[src/rtl/mapper_multicart_gen_pkg.sv]
// Shared types and register decode constants for the multicart PRG/CHR mapper.
// The PRG banking modes, the CHR-RAM window base and the $5xxN IRQ register offsets live here.
package mapper_pkg;

  typedef enum logic [1:0] {
    PRG_32K  = 2'd0,
    PRG_128K = 2'd1,
    PRG_8K   = 2'd2,
    PRG_16K  = 2'd3
  } prg_mode_e;

  localparam logic [8:0] CHR_RAM_BASE = 9'b1_0000_0000;

  localparam logic [3:0] REG_PAGE_IRQ   = 4'h5;
  localparam logic [3:0] REG_PAGE_OUTER = 4'h6;
  localparam logic [3:0] REG_PAGE_CHR   = 4'h7;

  localparam logic [3:0] REG_IRQ_LO  = 4'h0;
  localparam logic [3:0] REG_IRQ_HI  = 4'h1;
  localparam logic [3:0] REG_IRQ_CTL = 4'h2;
  localparam logic [3:0] REG_IRQ_ACK = 4'h3;

endpackage

[src/rtl/mapper_multicart_gen_if.sv]
// CPU/PPU-side bus bundle shared by the mappers: the bus decode drives master, the mapper is slave.
interface mapper_multicart_gen_if;
  logic        ce;
  logic [31:0] flags;
  logic [15:0] prg_ain;
  logic        prg_read;
  logic        prg_write;
  logic [7:0]  prg_din;
  logic [21:0] prg_aout;
  logic        prg_allow;
  logic [13:0] chr_ain;
  logic [21:0] chr_aout;
  logic        chr_allow;
  logic        vram_a10;
  logic        vram_ce;
  logic        irq;

  modport master (
    output ce, flags, prg_ain, prg_read, prg_write, prg_din, chr_ain,
    input  prg_aout, prg_allow, chr_aout, chr_allow, vram_a10, vram_ce, irq
  );

  modport slave (
    input  ce, flags, prg_ain, prg_read, prg_write, prg_din, chr_ain,
    output prg_aout, prg_allow, chr_aout, chr_allow, vram_a10, vram_ce, irq
  );
endinterface

[src/rtl/mapper_multicart_gen_irq_cnt.sv]
// CPU-cycle IRQ down-counter: latch, counter, enable/reload control and a sticky level IRQ.
// A control write takes priority over the count step; a terminal count beats a same-cycle ack.
module mapper_irq_cnt
  import mapper_pkg::*;
#(
  parameter int IRQ_W = 16
) (
  input  logic       clk,
  input  logic       reset,
  input  logic       ce,
  input  logic       we,
  input  logic [3:0] reg_a,
  input  logic [7:0] din,
  output logic       irq
);

  if (IRQ_W <= 8) begin : g_bad_irq_w
    $error("mapper_irq_cnt: IRQ_W must exceed 8");
  end

  logic [IRQ_W-1:0] irq_latch_r;
  logic [IRQ_W-1:0] irq_cnt_r;
  logic             irq_en_r;
  logic             irq_reload_r;
  logic             irq_r;

  logic wr_lo_s;
  logic wr_hi_s;
  logic wr_ctl_s;
  logic wr_ack_s;
  logic terminal_s;

  assign wr_lo_s    = we & (reg_a == REG_IRQ_LO);
  assign wr_hi_s    = we & (reg_a == REG_IRQ_HI);
  assign wr_ctl_s   = we & (reg_a == REG_IRQ_CTL);
  assign wr_ack_s   = we & (reg_a == REG_IRQ_ACK);
  assign terminal_s = ~wr_ctl_s & irq_en_r & (irq_cnt_r == IRQ_W'(1));

  // Latch/counter/flag update, one step per CPU cycle enable.
  always_ff @(posedge clk or negedge reset) begin
    if (!reset) begin
      irq_latch_r  <= {IRQ_W{1'b0}};
      irq_cnt_r    <= {IRQ_W{1'b0}};
      irq_en_r     <= 1'b0;
      irq_reload_r <= 1'b0;
      irq_r        <= 1'b0;
    end else if (ce) begin
      if (wr_lo_s) begin
        irq_latch_r[7:0] <= din;
      end
      if (wr_hi_s) begin
        irq_latch_r[IRQ_W-1:8] <= (IRQ_W-8)'(din);
      end

      // The counter reloads from the pre-write latch value, so latch writes only affect later reloads.
      if (wr_ctl_s) begin
        irq_en_r     <= din[0];
        irq_reload_r <= din[1];
        if (din[0]) begin
          irq_cnt_r <= irq_latch_r;
        end
      end else if (irq_en_r) begin
        if (irq_cnt_r == IRQ_W'(1)) begin
          if (irq_reload_r) begin
            irq_cnt_r <= irq_latch_r;
          end else begin
            irq_cnt_r <= {IRQ_W{1'b0}};
            irq_en_r  <= 1'b0;
          end
        end else begin
          irq_cnt_r <= irq_cnt_r - IRQ_W'(1);
        end
      end

      if (terminal_s) begin
        irq_r <= 1'b1;
      end else if (wr_ack_s) begin
        irq_r <= 1'b0;
      end
    end
  end

  assign irq = irq_r;

endmodule

[src/rtl/mapper_multicart_gen.sv]
// Multicart PRG/CHR mapper: lockable outer block, inner PRG banking modes, CHR-ROM bank and
// a CPU-cycle IRQ counter. Address translation is combinational; only register state is clocked.
module mapper_multicart_gen
  import mapper_pkg::*;
#(
  parameter int PRG_BANK_W = 6,
  parameter int OUTER_W    = 2,
  parameter int CHR_BANK_W = 4,
  parameter int IRQ_W      = 16
) (
  input  logic                  clk,
  input  logic                  reset,
  mapper_multicart_gen_if.slave bus
);

  if (OUTER_W + PRG_BANK_W + 14 > 22) begin : g_bad_prg_w
    $error("mapper_multicart_gen: OUTER_W+PRG_BANK_W+14 must not exceed 22");
  end
  if (CHR_BANK_W > 8) begin : g_bad_chr_w
    $error("mapper_multicart_gen: CHR_BANK_W must not exceed 8");
  end

  prg_mode_e             mode_r;
  logic                  lowbit_r;
  logic                  mirr_r;
  logic [PRG_BANK_W-1:0] inner_r;
  logic [OUTER_W-1:0]    outer_r;
  logic                  lock_r;
  logic [CHR_BANK_W-1:0] chr_bank_r;

  logic                  wr_s;
  logic                  irq_we_s;
  logic [PRG_BANK_W:0]   prg_idx_s;
  logic                  unused_s;

  assign wr_s     = bus.ce & bus.prg_write;
  assign irq_we_s = wr_s & (bus.prg_ain[15:12] == REG_PAGE_IRQ);
  assign unused_s = ^{bus.prg_read, bus.flags[31:16], bus.flags[14:0]};

  // Banking registers; the outer block and CHR bank freeze once lock is set until reset.
  always_ff @(posedge clk or negedge reset) begin
    if (!reset) begin
      mode_r     <= PRG_32K;
      lowbit_r   <= 1'b0;
      mirr_r     <= 1'b0;
      inner_r    <= {PRG_BANK_W{1'b0}};
      outer_r    <= {OUTER_W{1'b0}};
      lock_r     <= 1'b0;
      chr_bank_r <= {CHR_BANK_W{1'b0}};
    end else if (wr_s) begin
      if (bus.prg_ain[15]) begin
        mode_r   <= prg_mode_e'(bus.prg_ain[1:0]);
        lowbit_r <= bus.prg_din[7];
        mirr_r   <= bus.prg_din[6];
        inner_r  <= bus.prg_din[PRG_BANK_W-1:0];
      end else if (bus.prg_ain[15:12] == REG_PAGE_OUTER) begin
        if (!lock_r) begin
          outer_r <= bus.prg_din[OUTER_W-1:0];
          lock_r  <= bus.prg_din[7];
        end
      end else if (bus.prg_ain[15:12] == REG_PAGE_CHR) begin
        if (!lock_r) begin
          chr_bank_r <= bus.prg_din[CHR_BANK_W-1:0];
        end
      end
    end
  end

  // 8 KB PRG bank index within the current outer block.
  always_comb begin
    prg_idx_s = {inner_r, bus.prg_ain[13]};
    case (mode_r)
      PRG_32K: begin
        if (bus.prg_ain[14]) begin
          prg_idx_s = {inner_r | PRG_BANK_W'(1), bus.prg_ain[13]};
        end else begin
          prg_idx_s = {inner_r, bus.prg_ain[13]};
        end
      end
      PRG_128K: begin
        if (bus.prg_ain[14]) begin
          prg_idx_s = {{PRG_BANK_W{1'b1}}, bus.prg_ain[13]};
        end else begin
          prg_idx_s = {inner_r, bus.prg_ain[13]};
        end
      end
      PRG_8K:  prg_idx_s = {inner_r, lowbit_r};
      PRG_16K: prg_idx_s = {inner_r, bus.prg_ain[13]};
      default: prg_idx_s = {inner_r, bus.prg_ain[13]};
    endcase
  end

  assign bus.prg_aout  = 22'({outer_r, prg_idx_s, bus.prg_ain[12:0]});
  assign bus.prg_allow = bus.prg_ain[15] & ~bus.prg_write;

  assign bus.chr_aout  = bus.flags[15] ? {CHR_RAM_BASE, bus.chr_ain[12:0]}
                                       : (22'h20_0000 | 22'({chr_bank_r, bus.chr_ain[12:0]}));
  assign bus.chr_allow = bus.flags[15];
  assign bus.vram_a10  = mirr_r ? bus.chr_ain[11] : bus.chr_ain[10];
  assign bus.vram_ce   = bus.chr_ain[13];

  mapper_irq_cnt #(
    .IRQ_W (IRQ_W)
  ) u_irq_cnt (
    .clk   (clk),
    .reset (reset),
    .ce    (bus.ce),
    .we    (irq_we_s),
    .reg_a (bus.prg_ain[3:0]),
    .din   (bus.prg_din),
    .irq   (bus.irq)
  );

endmodule

[src/flat_wrapper.sv]
// flat-port wrapper written by rule: the top's interface ports become plain ports
module mapper_multicart_gen_flat import mapper_pkg::*;
#(
  parameter int PRG_BANK_W = 6,
  parameter int OUTER_W    = 2,
  parameter int CHR_BANK_W = 4,
  parameter int IRQ_W      = 16
)
  (clk, reset, bus_ce, bus_flags, bus_prg_ain, bus_prg_read, bus_prg_write, bus_prg_din, bus_chr_ain, bus_prg_aout, bus_prg_allow, bus_chr_aout, bus_chr_allow, bus_vram_a10, bus_vram_ce, bus_irq);
  mapper_multicart_gen_if bus_i ();
  input  logic clk;
  input  logic reset;
  input wire logic [$bits(bus_i.ce)-1:0] bus_ce;
  input wire logic [$bits(bus_i.flags)-1:0] bus_flags;
  input wire logic [$bits(bus_i.prg_ain)-1:0] bus_prg_ain;
  input wire logic [$bits(bus_i.prg_read)-1:0] bus_prg_read;
  input wire logic [$bits(bus_i.prg_write)-1:0] bus_prg_write;
  input wire logic [$bits(bus_i.prg_din)-1:0] bus_prg_din;
  input wire logic [$bits(bus_i.chr_ain)-1:0] bus_chr_ain;
  output wire logic [$bits(bus_i.prg_aout)-1:0] bus_prg_aout;
  output wire logic [$bits(bus_i.prg_allow)-1:0] bus_prg_allow;
  output wire logic [$bits(bus_i.chr_aout)-1:0] bus_chr_aout;
  output wire logic [$bits(bus_i.chr_allow)-1:0] bus_chr_allow;
  output wire logic [$bits(bus_i.vram_a10)-1:0] bus_vram_a10;
  output wire logic [$bits(bus_i.vram_ce)-1:0] bus_vram_ce;
  output wire logic [$bits(bus_i.irq)-1:0] bus_irq;
  assign bus_i.ce = bus_ce;
  assign bus_i.flags = bus_flags;
  assign bus_i.prg_ain = bus_prg_ain;
  assign bus_i.prg_read = bus_prg_read;
  assign bus_i.prg_write = bus_prg_write;
  assign bus_i.prg_din = bus_prg_din;
  assign bus_i.chr_ain = bus_chr_ain;
  assign bus_prg_aout = bus_i.prg_aout;
  assign bus_prg_allow = bus_i.prg_allow;
  assign bus_chr_aout = bus_i.chr_aout;
  assign bus_chr_allow = bus_i.chr_allow;
  assign bus_vram_a10 = bus_i.vram_a10;
  assign bus_vram_ce = bus_i.vram_ce;
  assign bus_irq = bus_i.irq;
  mapper_multicart_gen #(.PRG_BANK_W(PRG_BANK_W), .OUTER_W(OUTER_W), .CHR_BANK_W(CHR_BANK_W), .IRQ_W(IRQ_W)) u_core (.clk(clk), .reset(reset), .bus(bus_i));
endmodule
[config.mk]
export PLATFORM = sky130hd
export DESIGN_NAME = mapper_multicart_gen_flat
export DESIGN_NICKNAME = d
export VERILOG_FILES = /design/src/rtl/mapper_multicart_gen_pkg.sv /design/src/rtl/mapper_multicart_gen_if.sv /design/src/rtl/mapper_multicart_gen_irq_cnt.sv /design/src/rtl/mapper_multicart_gen.sv /design/src/flat_wrapper.sv
export SDC_FILE = /design/constraint.sdc
export NUM_CORES = 1
export LEC_CHECK = 0
export CORE_MARGIN = 4
export CORE_UTILIZATION = 35
export CTS_BUF_LIST = sky130_fd_sc_hd__clkbuf_2 sky130_fd_sc_hd__clkbuf_4 sky130_fd_sc_hd__clkbuf_8
export CTS_CLUSTER_SIZE = 8
export DETAILED_ROUTE_END_ITERATION = 10
export PLACE_DENSITY = 0.74
export SYNTH_ARGS = -nofsm -noshare
export SYNTH_HDL_FRONTEND = slang
export SYNTH_SLANG_ARGS = --single-unit
[constraint.sdc]
create_clock -name clk -period 1.7 [get_ports clk]
set_input_delay 0.34 -clock clk [delete_from_list [all_inputs] [get_ports clk]]
set_output_delay 0.34 -clock clk [all_outputs]
set_load 0.02 [all_outputs]
==> results.md, run 1 <==
- Yosys mapped a number of flops with a built-in enable equal to 0.
- The nature of the critical path endpoint is a flip-flop.
- The data required time at the worst endpoint is 1.95 ns.
- Sorting the synthesized cells by area gives the leading types as sky130_fd_sc_hd__dfrtp_1 (45%), sky130_fd_sc_hd__mux2_2 (11%), sky130_fd_sc_hd__buf_4 (8.9%).
- In this run the remaining antenna-violating nets after routing total 0.
- The global-route track usage on met3 is 4.46%.
- The layout-stage area growth over the synthesis result is 45.0%.
- Global routing used 28.3% of the available met2 tracks.
- The largest stage delay on the critical path is 0.41 ns.
- Counting distinct cell types in the post-synthesis netlist gives 46.
- Wires add up to 8.92 mm.
- The post-route fraction of the period consumed by the critical path is 103%.
- 124 I/O pins were placed.
- The clock sink count is 52.
- Across all layers, the routed design uses 2611 vias.
- Power comes to 3.13 mW.
- Summed over all failing endpoints, the final setup total negative slack is -0.347 ns.
- The DRC violation count after routing is 0.
- The layout filler cell count is 674.
- The die outline height is 98.7 um.
- The number of antenna violations at the first check in global routing is 0.
- The worst register-to-register path has a setup slack of -0.05 ns.
- Entering global routing, the biggest net connects 37 pins.
- For this block, the initial DRC count from the detailed router was 196.
- In the post-route analysis, the smallest setup slack over all paths is -0.0533 ns.
- The final reports fail on setup timing.
- For the worst-skew pair, the clock arrives at the later sink with an insertion delay of 0.31 ns.
- The global placer's final weighted congestion is 0.858.
- In the synthesized netlist the async set-or-reset flop fraction comes to 100%.
- The post-layout minimum cycle time is 1.75 ns.
- The mean instance size in the synthesized netlist is 10.7 um2.
- The final max-slew violation count was 0.
- The maximum clock frequency is 570 MHz.
- The synthesized design contains 52 register bits.
- The top cell type by area accounts for 45.2% of the synthesized area.
- The largest total area in the synthesized netlist belongs to sky130_fd_sc_hd__dfrtp_1.
- The max-capacitance violation count is 0.
- After clock tree synthesis, the clock-pin slew on the worst setup and hold paths is 0.10 ns.
- TritonCTS built the clock tree.
- Setup violations remaining at the end of the flow were counted as 12.
- The total inserted antenna cells is 0.
- The final hold slack is 0.492 ns.
- The met1 usage in global routing is 20.8%.
- The via count of the first global-routing pass came to 2680.
- At the worst endpoint, the arrival time is 2.00 ns.
- The peak fanout along the critical path is 4.
- The sequential cells in the finished layout cover a total of 1300 um2.
- Dividing total power by cell area gives a power density of 749 nW/um2.
- The total CTS buffers is 5.
- The most crowded layer after global routing is met2.
- The summed instance area of the synthesized netlist is 2880 um2.
- The path type of the worst setup path is reg2reg.
- The net total in the final layout is 434.
- The run finished, with violations left.
- The standard-cell row count is 32.
- Across the routed clock network, the largest skew measured is 0.00824 ns.
- In this run the horizontal extent of the chip is 98.7 um.
- The leakage component of the power is 1.85 nW.
- Summed over all layers, the global routing overflow is 0.
- The maximum buffer depth of the clock tree is 2.
- The die area is 9740 um2.
- The first global-routing pass estimated 13.4 mm of wire.
- The total routing resource utilization after global routing is 17.2%.
- The CTS H-tree depth is 2.
- The nature of the critical path startpoint is a flip-flop.
- The signal on the critical path passes through buf_6 -> nor4_4 -> nand4_1 -> nor3_1 -> buf_4 -> a22oi_2 -> o2bb2ai_2.
- The slowest stage of the critical path belongs to the cell sky130_fd_sc_hd__dfrtp_1.
- Setup repair after global routing could not meet its margin everywhere.
- The initial cell density of the core is 36.7%.
- The tightest min-delay check is of the in2async type.
- The clock tree root driver cell is sky130_fd_sc_hd__clkbuf_8.
- The worst-case IR drop observed on VDD is 0.000623 V.
- The count of input and output buffers is 46.
- After detailed routing, the average wire length per cell comes to 19.4 um.
- The total area inside the core boundary comes to 7850 um2.
- Among all flip-flop cells after synthesis, the most frequent one is sky130_fd_sc_hd__dfrtp_1.
- The number of warnings issued by yosys is 0.
- The area of the multi-input gates is 1640 um2.
- Cells with a size suffix above 1 make up 48.6% of the layout.
- The proportion of synthesized chip area in sequential cells is 45.2%.
- The average via count per standard cell is 5.68.
- Synthesis produced a netlist whose cell count is 268.
- The final HPWL from detailed placement is 5.52 mm.
- The pre-antenna-repair detailed-routing pass consisted of 5 iterations.
- The final-report hold violation count came to 0.
cells by family (layout without fill, tap and decap cells):
| group | count (synthesis) | count (layout) | synth area share [%] |
|---|---|---|---|
| buffers and inverters | 48 | 130 | 11.1 |
| adders and majority gates | 2 | 2 | 0.869 |
| muxes | 35 | 37 | 13.8 |
| and+or+nand+nor | 73 | 74 | 14.8 |
| DFF | 52 | 52 | 45.2 |
| AOI/OAI and AO/OA | 56 | 58 | 14.0 |
| other | 2 | 5 | 0.261 |
worst max-delay path: cells and delay by family, from the launching register on:
family / cells / cell delay (ns)
AO/OA/AOI/OAI: 2 / 0.19
AND/OR/NAND/NOR: 3 / 0.77
buffers and inverters: 2 / 0.32
flip-flops: 1 / 0.41
per-layer routing:
| metal | up-vias | part of all wire (%) |
|---|---|---|
| li1 | 1141 | - |
| met1 | 1251 | 37 |
| met2 | 171 | 50 |
| met3 | 48 | 7.8 |
| met4 | 0 | 4.9 |
| met5 | - | 0 |
final timing paths:
kind / startpoint / end / depth (start not counted)
worst max-delay path: u_core.u_irq_cnt.irq_cnt_r[2] / u_core.u_irq_cnt.irq_cnt_r[13] / 7
worst min-delay path: reset / u_core.u_irq_cnt.irq_latch_r[14] / 2
worst max register to register: u_core.u_irq_cnt.irq_cnt_r[2] / u_core.u_irq_cnt.irq_cnt_r[13] / 7
worst min register to register: u_core.inner_r[1] / u_core.inner_r[1] / 1
max in group asynchronous: reset / u_core.outer_r[0] / 3
min in group clk: bus_prg_ain[0] / u_core.mode_r[0] / 3
timing repair:
action,4_1_cts,5_1_grt
resized for setup,80,53
pin swaps,18,23
hold buffers,1,0
endpoints found under the setup margin,59,32
cloned,5,1
endpoints found under the hold margin,16,0
buffers inserted,5,5
sequential cells by signal (all words and copies together), names as in the netlist, 2 cells and up:
register	flops
u_core.inner_r	6
u_core.u_irq_cnt.irq_cnt_r	16
u_core.outer_r	2
u_core.chr_bank_r	4
u_core.u_irq_cnt.irq_latch_r	16
u_core.mode_r	2
metrics by stage:
step / util (%) / std cells / setup WS [ns] / cell area, um2
after floorplan: - / 271 / -0.0274 / 2930
final: 53.2 / 460 / -0.0533 / 4170
after CTS: 50.8 / 454 / -0.0181 / 3990
after global routing: 53.2 / 460 / -0.140 / 4170
after detailed placement: 47.1 / 436 / -0.676 / 3700
after global placement: 47.1 / 436 / -0.591 / 3700
layout make-up:
cell class / count / area share (%)
Clock buffer: 5 / 1.65
Clock inverter: 3 / 0.540
Inverter: 10 / 0.899
Multi-Input combinational cell: 176 / 39.2
Sequential cell: 52 / 31.2
Tap cell: 102 / 3.06
Timing Repair Buffer: 112 / 23.4
cells in the mapped netlist, types with 5 or more instances:
cell	number
sky130_fd_sc_hd__a32oi_1	6
sky130_fd_sc_hd__nor2_1	12
sky130_fd_sc_hd__mux2_2	28
sky130_fd_sc_hd__buf_4	34
sky130_fd_sc_hd__a21oi_1	8
sky130_fd_sc_hd__nand3_1	5
sky130_fd_sc_hd__inv_1	10
sky130_fd_sc_hd__dfrtp_1	52
sky130_fd_sc_hd__nor2b_1	5
sky130_fd_sc_hd__nand2_1	16
sky130_fd_sc_hd__mux2_1	6
sky130_fd_sc_hd__nor3_1	9
sky130_fd_sc_hd__o21ai_1	5
sky130_fd_sc_hd__a22oi_1	7
sky130_fd_sc_hd__nand2b_1	5
sky130_fd_sc_hd__o21ai_0	9
sky130_fd_sc_hd__o2bb2ai_1	9
cells in the final DEF, fill, tap and decap left out, types with 3 or more instances in the layout:
cell / instances
sky130_fd_sc_hd__o21ai_2: 3
sky130_fd_sc_hd__a32oi_1: 3
sky130_fd_sc_hd__mux2_2: 28
sky130_fd_sc_hd__clkdlybuf4s50_1: 17
sky130_fd_sc_hd__buf_12: 4
sky130_fd_sc_hd__nor2b_1: 5
sky130_fd_sc_hd__buf_4: 56
sky130_fd_sc_hd__mux2_1: 6
sky130_fd_sc_hd__conb_1: 5
sky130_fd_sc_hd__clkbuf_8: 5
sky130_fd_sc_hd__a22oi_2: 5
sky130_fd_sc_hd__clkbuf_2: 5
sky130_fd_sc_hd__o2bb2ai_1: 4
sky130_fd_sc_hd__nand2b_1: 5
sky130_fd_sc_hd__nand2_1: 15
sky130_fd_sc_hd__o2bb2ai_2: 6
sky130_fd_sc_hd__dfrtp_1: 52
sky130_fd_sc_hd__buf_2: 8
sky130_fd_sc_hd__inv_1: 8
sky130_fd_sc_hd__nand3_1: 3
sky130_fd_sc_hd__nor3_1: 7
sky130_fd_sc_hd__clkdlybuf4s15_1: 4
sky130_fd_sc_hd__a21oi_2: 5
sky130_fd_sc_hd__o21ai_0: 4
sky130_fd_sc_hd__o21ai_1: 7
sky130_fd_sc_hd__nor4_2: 3
sky130_fd_sc_hd__nor2_4: 5
sky130_fd_sc_hd__dlygate4sd2_1: 10
sky130_fd_sc_hd__nor2_1: 7
sky130_fd_sc_hd__a21oi_1: 3
power breakdown:
group / leakage (nW) / internal, mW / switching (mW)
combinational: 1.13 / 0.491 / 0.473
sequential: 0.670 / 1.34 / 0.0800
clock: 0.0485 / 0.296 / 0.442
Note: power is estimated with default switching activity, not from simulation.
==> run 2: changes to the inputs <==
- CTS_BUF_LIST: sky130_fd_sc_hd__clkbuf_2 sky130_fd_sc_hd__clkbuf_4 sky130_fd_sc_hd__clkbuf_8 -> default
==> results of run 2 <==
Final layout, timing and power as in run 1 (identical DEF).
